## src/rtl/edge_pkg.sv

```systemverilog
// Frame geometry, luma weights and shared types for the grayscale and Sobel stages.
package edge_pkg;

    localparam int unsigned IMG_WIDTH    = 720;
    localparam int unsigned IMG_HEIGHT   = 540;
    localparam int unsigned FRAME_PIXELS = IMG_WIDTH * IMG_HEIGHT;

    // Luma weights sum to 256 so the weighted sum reduces with a plain >> 8
    localparam logic [7:0] W_R = 8'd77;
    localparam logic [7:0] W_G = 8'd150;
    localparam logic [7:0] W_B = 8'd29;

    typedef struct packed {
        logic [7:0] r;
        logic [7:0] g;
        logic [7:0] b;
    } rgb_t;

    typedef enum logic {IDLE, STREAM} trk_state_t;

endpackage

```

## src/rtl/rgb2gray_core.sv

```systemverilog
// Combinational RGB to 8-bit gray conversion.
// GRAY_WEIGHTED_EN selects luma weighting; otherwise the plain channel average is used.
module rgb2gray_core
    import edge_pkg::*;
(
    input  rgb_t       pix,
    output logic [7:0] gray
);

`ifdef GRAY_WEIGHTED_EN
    logic [15:0] wsum;

    always_comb begin
        wsum = {8'd0, W_R} * {8'd0, pix.r}
             + {8'd0, W_G} * {8'd0, pix.g}
             + {8'd0, W_B} * {8'd0, pix.b};
        gray = 8'(wsum >> 8);
    end
`else
    logic [9:0] sum;

    always_comb begin
        sum  = {2'b00, pix.r} + {2'b00, pix.g} + {2'b00, pix.b};
        gray = 8'(sum / 10'd3);
    end
`endif

endmodule

```

## src/rtl/grayscale.sv

```systemverilog
// Two-stage RGB-to-gray pipeline between FWFT FIFOs with per-frame pixel counting.
// Conversion formula is selected by the GRAY_WEIGHTED_EN macro inside rgb2gray_core.
module grayscale
    import edge_pkg::*;
#(
    parameter int unsigned WIDTH        = IMG_WIDTH,
    parameter int unsigned HEIGHT       = IMG_HEIGHT,
    parameter int unsigned FRAME_PIXELS = WIDTH * HEIGHT
) (
    input  logic        clock,
    input  logic        reset,
    output logic        in_rd_en,
    input  logic        in_empty,
    input  logic [23:0] in_dout,
    output logic        out_wr_en,
    input  logic        out_full,
    output logic [7:0]  out_din,
    output logic        frame_done
);

    localparam logic [18:0] LAST_PIX = 19'(FRAME_PIXELS - 1);

    logic       s1_valid;
    logic       s2_valid;
    rgb_t       s1_pix;
    logic [7:0] gray_reg;
    logic [7:0] gray_next;
    logic       adv1;
    logic       adv2;
    logic [18:0] pix_cnt;
    trk_state_t state;

    // Reset gates both strobes so nothing moves through the FIFOs in the reset cycle
    always_comb begin
        adv2      = !s2_valid || !out_full;
        adv1      = !s1_valid || adv2;
        in_rd_en  = !in_empty && adv1 && !reset;
        out_wr_en = s2_valid && !out_full && !reset;
        out_din   = out_wr_en ? gray_reg : '0;
    end

    rgb2gray_core u_core (
        .pix  (s1_pix),
        .gray (gray_next)
    );

    always_ff @(posedge clock) begin
        if (reset) begin
            s1_valid <= 1'b0;
            s2_valid <= 1'b0;
            s1_pix   <= '0;
            gray_reg <= '0;
        end else begin
            if (in_rd_en) begin
                s1_pix   <= rgb_t'(in_dout);
                s1_valid <= 1'b1;
            end else if (adv2) begin
                s1_valid <= 1'b0;
            end
            if (adv2) begin
                s2_valid <= s1_valid;
                gray_reg <= gray_next;
            end
        end
    end

    // Frame tracker: the state is observational only and never gates data flow
    always_ff @(posedge clock) begin
        if (reset) begin
            pix_cnt    <= '0;
            frame_done <= 1'b0;
            state      <= IDLE;
        end else begin
            frame_done <= 1'b0;
            if (out_wr_en) begin
                if (pix_cnt == LAST_PIX) begin
                    pix_cnt    <= '0;
                    frame_done <= 1'b1;
                end else begin
                    pix_cnt <= pix_cnt + 19'd1;
                end
            end
            case (state)
                IDLE:    if (in_rd_en) state <= STREAM;
                STREAM:  if (out_wr_en && pix_cnt == LAST_PIX) state <= IDLE;
                default: state <= IDLE;
            endcase
        end
    end

endmodule

```

## config.mk

```make
export PLATFORM = sky130hd
export DESIGN_NAME = grayscale
export DESIGN_NICKNAME = d
export VERILOG_FILES = /design/src/rtl/edge_pkg.sv /design/src/rtl/rgb2gray_core.sv /design/src/rtl/grayscale.sv
export SDC_FILE = /design/constraint.sdc
export NUM_CORES = 1
export LEC_CHECK = 0
export ABC_AREA = 1
export BUFFER_PORTS_ARGS = -buffer_cell sky130_fd_sc_hd__buf_2
export CAP_MARGIN = 10
export CORE_MARGIN = 2
export CORE_UTILIZATION = 45
export DETAILED_ROUTE_END_ITERATION = 12
export GPL_TIMING_DRIVEN = 1
export SYNTH_ARGS = -nofsm -noshare
export SYNTH_HDL_FRONTEND = slang
export SYNTH_SLANG_ARGS = --single-unit
export TNS_END_PERCENT = 10
```

## constraint.sdc

```tcl
create_clock -name clock -period 8.52 [get_ports clock]
set_clock_uncertainty 0.15 [all_clocks]
set_input_delay 1.704 -clock clock [delete_from_list [all_inputs] [get_ports clock]]
set_output_delay 1.704 -clock clock [all_outputs]
set_load 0.01 [all_outputs]
```

; ---- After elaboration in Yosys (flattened, before gate mapping)
; Index checks and enable logic that the tools add are counted.
[op_classes]
mux = 5
add_sub_neg = 3
n_div = 1
n_reduce_logical = 13
bitwise = 1
eq_ne = 1
[ops]
columns = cell, n
row1 = $add A19 B1 Y19 const B, 1
row2 = $eq A19 B19 Y1 const B, 1
row3 = $mux W19, 1
row4 = $add A10 B8 Y10, 1
row5 = $div A10 B2 Y10 const B, 1
row6 = $add A8 B8 Y9, 1
row7 = $mux W8, 1
row8 = $logic_not A1 Y1, 5
row9 = $logic_and A1 B1 Y1, 4
row10 = $mux W1, 3
row11 = $logic_or A1 B1 Y1, 2
row12 = $reduce_bool A2 Y1, 1
row13 = $reduce_or A2 Y1, 1
row14 = $not A1 Y1, 1
[totals]
inputBits = 28
register_bits = 54
wordCells = 32
output_inout_bits = 11

; ---- Longest topological paths before layout
; Gate-level depths: netlist of run 1.
[logic_depth]
ltp_word = 6
depth_mapped = 45
mapped_depth_nobuf = 45

; ---- Hierarchy
; A second synthesis of run 1 with hierarchy kept.
[hier_totals]
cells_unflattened = 492
area_unflattened_um2 = 3453.3
[modules_own_cells]
columns = module, cells_per_inst, area_each_um2, n_inst, seq_area_each_um2
row1 = grayscale, 324, 2411.1, 1, 1081.0
row2 = rgb2gray_core, 168, 1042.2, 1, 0.0

; ---- Least setup slack after synthesis of run 1
; Ideal clock, no wire load.
[synth_timing]
path_type = in2out
from = input reset
to = output out_din[0]
required_time_ns = 6.666
n_path_buf = 2
path_slack_ns = 3.690
t_arrival_ns = 2.976
path_stages = 5
path_cell_list = clkbuf_1 -> nor3_1 -> inv_1 -> clkbuf_1 -> nor2_1
[synth_between]
elab_chain_len = 3
[synth_lines]
columns = item, line
row1 = from (decl), grayscale.sv:11  ; input logic reset,
row2 = $logic_not A1 Y1, grayscale.sv:38  ; out_wr_en = s2_valid && !out_full && !reset;
row3 = $logic_and A1 B1 Y1, grayscale.sv:38
row4 = via out_wr_en, grayscale.sv:15  ; output logic out_wr_en,
row5 = $mux W8, grayscale.sv:39  ; out_din = out_wr_en ? gray_reg : '0;
row6 = to (decl), grayscale.sv:17  ; output logic [7:0] out_din,
; The timed path passes the listed nets, and every way through them passes these cells.

; ---- Worst setup path in the final report of run 1
[layout_timing]
from = input out_full
to = output in_rd_en
[layout_between]
elab_chain_len = 5
[layout_lines]
columns = item, line
row1 = from (decl), grayscale.sv:16  ; input logic out_full,
row2 = $logic_not A1 Y1, grayscale.sv:35  ; adv2 = !s2_valid || !out_full;
row3 = $logic_or A1 B1 Y1, grayscale.sv:35
row4 = $logic_or A1 B1 Y1, grayscale.sv:36  ; adv1 = !s1_valid || adv2;
row5 = $logic_and A1 B1 Y1 (2 in a row), grayscale.sv:37  ; in_rd_en = !in_empty && adv1 && !reset;
row6 = to (decl), grayscale.sv:12  ; output logic in_rd_en,
; Every way passes these cells.

==> results of run 1 <==
metal layers:
layer  vias up  routed length, µm  share of wire [%]
met3         6                166                2.5
met4         0                 87                1.3
li1       1589                  -                  -
met5         -                  0                  0
met2        36               3025                 46
met1      1249               3358                 51
worst max-delay path, delay by kind of cell:
family        cells  cell delay [ps]
buf+inv           5             1330
simple gates      3              330
cell type report:
| cell class | instances | area, µm² | share of cell area (%) |
|---|---|---|---|
| Tap cell | 96 | 120.1 | 3.344 |
| Timing Repair Buffer | 39 | 197.7 | 5.503 |
| Clock buffer | 5 | 68.82 | 1.916 |
| Multi-Input combinational cell | 344 | 1852 | 51.55 |
| Inverter | 69 | 259.0 | 7.210 |
| Sequential cell | 54 | 1081 | 30.09 |
| Clock inverter | 2 | 13.76 | 0.3831 |
through the flow:
stage          utilization [%]  hold WS [ps]  std cells  area, µm²  setup slack (ps)
6_report                 52.30         326.0        609       3592              3267
3_3_place_gp             51.09         309.0        602       3510              3270
2_1_floorplan                -         290.7        479       3237              3690
5_1_grt                  52.30         348.3        609       3592              2729
3_5_place_dp             51.09         315.3        602       3510              3255
4_1_cts                  52.30         329.8        609       3592              3253
cell families after synthesis:
logic type	Yosys count
XOR/XNOR	16
adder cells (fa/ha/maj)	21
AND/OR/NAND/NOR	250
AO/OA/AOI/OAI	57
buffers and inverters	81
flip-flops	54
where the power goes:
group          switching (µW)  internal (µW)
sequential               10.1            275
combinational             198            114
clock                    85.3           57.1
total                     293            446
cell usage in the layout, fill, tap and decap left out:
master	count
nand2_1	134
inv_1	65
dfxtp_1	54
nor2_1	40
buf_2	38
nand3_1	33
a21oi_1	28
ha_1	19
nor3_1	13
o21ai_0	11
xnor2_1	10
nand2_2	9
xor2_1	6
nand3_2	5
nand4_1	5
clkbuf_8	5
o21ai_1	4
nor3b_1	4
nand3b_1	3
o21bai_1	3
a31oi_1	2
inv_2	2
clkinv_1	2
o21ai_2	2
nor4_1	2
a211oi_1	2
fa_1	2
or2_1	1
o21bai_2	1
or2_2	1
o211ai_1	1
o21ai_4	1
a21oi_2	1
a311oi_1	1
inv_6	1
clkinv_2	1
buf_4	1
path summary, 6_finish.rpt:
path / endpoint / cells after the start / slack, ps
max: in_rd_en / 8 / 3270
min: s1_pix[13] / 2 / 330
max reg2reg: gray_reg[0] / 41 / 3370
min reg2reg: s1_pix[13] / 2 / 330
==> results.cfg, run 1 <==
[status]
result_of_the_run = finished clean

[logic_synthesis]
sequential_element_share_of_the_synthesized_area_pct = 33.40
yosys_most_used_dff = dfxtp_1
synth_most_common_cell = nand2_1
post_synthesis_sequential_element_count = 54
syn-instance-count = 479
synthAdderAreaFrac_pct = 8.581
ys_async_sr_fraction_pct = 0
combinational_family_with_the_most_area_after_synthesis = simple AND/OR/NAND/NOR gates
synth_simple_gate_area_share_pct = 33.94
synthTopCellsByCount = nand2_1 (134), inv_1 (65), dfxtp_1 (54)
ys_types = 33
syn_avg_cell_area_um2 = 6.758
synth_mux_area_share_pct = 0
synth_compound_area_share_pct = 10.36
synth.top_cells.by_area = dfxtp_1 (33%), nand2_1 (16%), inv_1 (7.5%), ha_1 (7.3%), nand3_1 (5.1%)
synth.net_count = 528
synthDominantCellAreaShare_pct = 33.40
synth_edf_count = 0
netlist.top_cell.by_area = dfxtp_1
yosys.area_share.xor_xnor_pct = 4.329
synthesis.area_um2 = 3237
total_of_warnings_raised_by_yosys = 0

[pwr]
leakagePower_uw = 0.001791
irDropWorstVdd_v = 0.00008954
power_density_nw_per_um2 = 205.9
totalPowerFinal_uw = 739.7

[timing]
post_layout_min_period_ps = 5253
unrepaired_setup_endpoints_after_global_routing = no
setup_total_negative_slack_ps = 0
count_of_endpoints_failing_setup_in_the_final_report = 0
timing.final.max_slew_violations = 0
report.final.hold_viol_count = 0
relSlewSlack_pct = 31.57
min_period_over_period_pct = 61.65
worstMarginPinSlew_ps = 1020
maximum_frequency_from_static_timing_analysis_ghz = 0.1904

[job]
max_cap_viol_count = 0

[floorplanning]
die_area_um2 = 7887
die-height_um = 88.81
floorplan.core_area_um2 = 6869
initial_utilization_pct = 47.12
dieWidth_um = 88.81
std_cell_rows = 30
io_pins = 39

[grt]
grt_max_degree = 29
grt_antenna_before_repair = 0
global_route.usage.total_pct = 18.34
grt-ovfl-total = 0
grtUsageMet3_pct = 3.638
grt_use_met2_pct = 31.55
gr-usage-met1_pct = 23.20
grt_first_pass_wirelength_um = 11400
grt_pass1_vias = 2640
most_crowded_layer_after_global_routing = met2

[route]
wl_um = 6638
routed-via-count = 2880
routed_wire_length_per_instance_um = 10.90
routed_vias_inst = 4.729
detailedRoute.firstIterationViolations = 60
post-route-drc-count = 0
final_antenna_net_count = 0
firstDrtPassIters = 4

[clock_network]
cts.repair_timing.setup_buffer_count = 0
cts_inserted_buffers = 5
cts_hold_buffers = 0
clk_latency_ps = 310
worst_setup_hold_path_clk_slew_ps = 90
root_buffer_master = clkbuf_8
htree_num_levels = 2
tritoncts = yes
ctsResizeCount = 0
clk_path_buf_depth = 2
clock_sinks = 54

[cells_and_area]
nNetsFinal = 562
largest_register_ffs = 24
drive_gt1_share_pct = 13.26
filler_cell_count = 738
diodes = 0
layout-area-overhead-vs-synth_pct = 10.98

[critical_path]
timing.critical_path.cells = buf_2 -> nand2_1 -> inv_1 -> nand2_1 -> nand2_1 -> buf_4 -> inv_1 -> buf_2
critical_path.most_common_cell = nand2_1
worst_setup_path_start_kind = input port
timing.critical_path.fanout_max = 28
path_class = in -> out
worst-endpoint-arrival_ps = 3400
r2r-start = s1_pix[8]
element_type_at_the_critical_path_end = output pin
crit_slowest_cell = inv_1
timing.critical_path.required_ps = 6670
critical-path-max-stage-delay_ps = 360
worstSetupStartpoint = out_full

[min_path]
worstHoldPathType = reg -> reg
origin_of_the_worst_min_delay_path = s1_pix[13]

[place]
place.port_buffers = 38
dp_hpwl_um = 5020
routabilityCongestion = 0.8551
(Power assumes the default switching activity.)
==> inputs of run 2 (changes only) <==
--- a/config.mk
+++ b/config.mk
@@ -5,7 +5,7 @@
 export SDC_FILE = /design/constraint.sdc
 export NUM_CORES = 1
 export LEC_CHECK = 0
-export ABC_AREA = 1
+export ABC_AREA = 0
 export BUFFER_PORTS_ARGS = -buffer_cell sky130_fd_sc_hd__buf_2
 export CAP_MARGIN = 10
 export CORE_MARGIN = 2
==> constraint.sdc (replaced) <==
create_clock -name clock -period 5 [get_ports clock]
set_clock_uncertainty 0.15 [all_clocks]
set_input_delay 1 -clock clock [delete_from_list [all_inputs] [get_ports clock]]
set_output_delay 1 -clock clock [all_outputs]
set_load 0.01 [all_outputs]
==> results.cfg, run 2 <==
[route]
firstDrtPassIters = 4
wl_um = 8454
final_antenna_net_count = 0
post-route-drc-count = 0
detailedRoute.firstIterationViolations = 100
routed-via-count = 3433
routed_vias_inst = 5.217
routed_wire_length_per_instance_um = 12.85

[floorplanning]
initial_utilization_pct = 46.76
io_pins = 39
floorplan.core_area_um2 = 7767
dieWidth_um = 93.84
die_area_um2 = 8806
std_cell_rows = 32
die-height_um = 93.84

[logic_synthesis]
synthDominantCellAreaShare_pct = 29.76
combinational_family_with_the_most_area_after_synthesis = simple AND/OR/NAND/NOR gates
synth_mux_area_share_pct = 0
total_of_warnings_raised_by_yosys = 0
synth.top_cells.by_area = dfxtp_1 (30%), ha_1 (6.5%), nand2_1 (5.4%), nor2_1 (5.3%), xnor2_1 (5.1%)
netlist.top_cell.by_area = dfxtp_1
synth_compound_area_share_pct = 20.63
synth_edf_count = 0
yosys_most_used_dff = dfxtp_1
syn_avg_cell_area_um2 = 7.794
synth.net_count = 515
post_synthesis_sequential_element_count = 54
synthAdderAreaFrac_pct = 7.647
synthTopCellsByCount = dfxtp_1 (54), nand2_1 (52), nor2_1 (51)
ys_async_sr_fraction_pct = 0
ys_types = 64
synthesis.area_um2 = 3632
yosys.area_share.xor_xnor_pct = 9.439
synth_most_common_cell = dfxtp_1
synth_simple_gate_area_share_pct = 29.07
sequential_element_share_of_the_synthesized_area_pct = 29.76
syn-instance-count = 466

[grt]
grt_first_pass_wirelength_um = 14280
grt_max_degree = 49
gr-usage-met1_pct = 25.40
grt-ovfl-total = 0
grtUsageMet3_pct = 3.451
global_route.usage.total_pct = 19.92
grt_antenna_before_repair = 0
grt_use_met2_pct = 35.06
most_crowded_layer_after_global_routing = met2
grt_pass1_vias = 3232

[timing]
count_of_endpoints_failing_setup_in_the_final_report = 1
relSlewSlack_pct = 49.00
report.final.hold_viol_count = 0
timing.final.max_slew_violations = 0
min_period_over_period_pct = 100.1
worstMarginPinSlew_ps = 762.2
unrepaired_setup_endpoints_after_global_routing = yes
post_layout_min_period_ps = 5004
maximum_frequency_from_static_timing_analysis_ghz = 0.1998
final.setup.worst_slack_ps = -3.898

[critical_path]
critical_r2r_capture = gray_reg[0]
element_type_at_the_critical_path_end = flop
worst_setup_path_start_kind = flop
regToRegSetupSlack_ps = -4
worst-endpoint-arrival_ps = 5090
timing.critical_path.required_ps = 5090
path_class = reg -> reg
reg2regPathDepth = 26
timing.critical_path.fanout_max = 4
r2r-start = s1_pix[16]

[clock_network]
htree_num_levels = 2
clk_latency_ps = 310
tritoncts = yes
clock_sinks = 54
root_buffer_master = clkbuf_8
worst_setup_hold_path_clk_slew_ps = 110
cts_inserted_buffers = 5
clk_path_buf_depth = 2

[status]
result_of_the_run = finished, violations left
failed_checks = negative setup slack

[place]
routabilityCongestion = 0.8530
place.port_buffers = 38
dp_hpwl_um = 6340
place_area_um2 = 4307

[cells_and_area]
mostFrequentLayoutCells = buf_4 (60), dfxtp_1 (52), nor2_1 (50), nand2_1 (50), buf_2 (38)
finalCoreUtilization_pct = 58.91
layout.cells.most_common = buf_4
nNetsFinal = 604
largest_register_ffs = 24
diodes = 0
layout.cell_area.non_filler_um2 = 4576
layout-area-overhead-vs-synth_pct = 25.97
drive_gt1_share_pct = 27.16

[min_path]
min_path_cells = 2
holdPathEnd = gray_reg[4]
origin_of_the_worst_min_delay_path = gray_reg[4]
worstHoldPathType = reg -> reg

[job]
max_cap_viol_count = 0

[pwr]
leakagePower_uw = 0.001929
irDropWorstVdd_v = 0.0001457
power_density_nw_per_um2 = 362.2
## run 2: changes by cell type in the layout (fill, tap and decap cells not counted), moves of 7 or more
cell | before | now
nand3_1 | 33 | 15
nand2b_1 | 0 | 25
inv_1 | 65 | 11
and2_1 | 0 | 10
buf_4 | 1 | 60
xnor2_1 | 10 | 19
nor2_1 | 40 | 50
and3_1 | 0 | 8
nand2_1 | 134 | 50
xor2_1 | 6 | 15
nand2_2 | 9 | 2
o21ai_0 | 11 | 31
## run 2: logic make-up after synthesis
group | after synthesis
DFF | 54
and+or+nand+nor | 209
AOI/OAI and AO/OA | 114
xor gates and xnor gates | 37
buffers and inverters | 31
adders and majority gates | 21
## run 2: where the power goes
part	internal (µW)	switching, µW
registers	469	19.6
logic	471	448
clock network	100	149
total	1040	617
## run 2: critical path, cell delays in order, from the launching register on
cell       delay [ps]
dfxtp_2           370
ha_4              140
inv_2              30
fa_2              340
nor2b_2           150
o2111ai_2         120
nand2_1            80
nor2_1             50
xnor2_1           140
ha_1              310
o211ai_1          100
and2_4            160
or2_4             280
xnor2_4           160
xnor2_2           150
a211oi_4          250
buf_6             150
xnor2_2           100
nand3_1           110
a221o_1           370
nor2_2            130
inv_2              50
and3_4            150
ha_4              270
and4b_1           190
a311o_1           270
o211ai_2          150
## run 2: through the flow
stage                     TNS [ps]  power (µW)  worst slack [ps]  std cells  hold WS, ps
after global placement      -74.41        1290            -74.41        639        287.5
final                       -3.898        1657            -3.898        658        325.6
after floorplan             -34.89        1011            -34.89        466        277.3
after global routing        -249.3        1782            -240.8        658        349.6
after CTS                   -34.26        1630            -34.26        653        336.3
after detailed placement    -197.1        1300            -194.0        639        318.9
## run 2: worst max-delay path by stage
stage                     startpoint          end  depth (start not counted)
after floorplan           s1_pix[16]  gray_reg[0]                         26
after global placement    s1_pix[16]  gray_reg[0]                         24
after detailed placement  s1_pix[16]  gray_reg[0]                         24
after CTS                 s1_pix[16]  gray_reg[0]                         26
after global routing       s1_pix[8]  gray_reg[0]                         25
final                     s1_pix[16]  gray_reg[0]                         26
## run 2: cell type report
cell class | instances | area (µm²)
multi-input cells | 381 | 2560
flip-flops and latches | 54 | 1084
clock inverters | 3 | 23.77
inverters | 13 | 48.80
clock buffers | 5 | 68.82
fillers | 758 | 3192
well taps | 102 | 127.6
repair buffers | 100 | 663.1
## run 2: repair_timing
action	in CTS	in global routing
endpoints found under the setup margin	2	2
buffers inserted	6	5
resized for setup	14	8
pin swaps	16	10
hold buffers	0	0
## run 2: per-layer routing
metal / up-vias / wire length, µm
met5: - / 0
met4: 0 / 67
met3: 4 / 233
met2: 50 / 4137
met1: 1563 / 4015
li1: 1816 / -
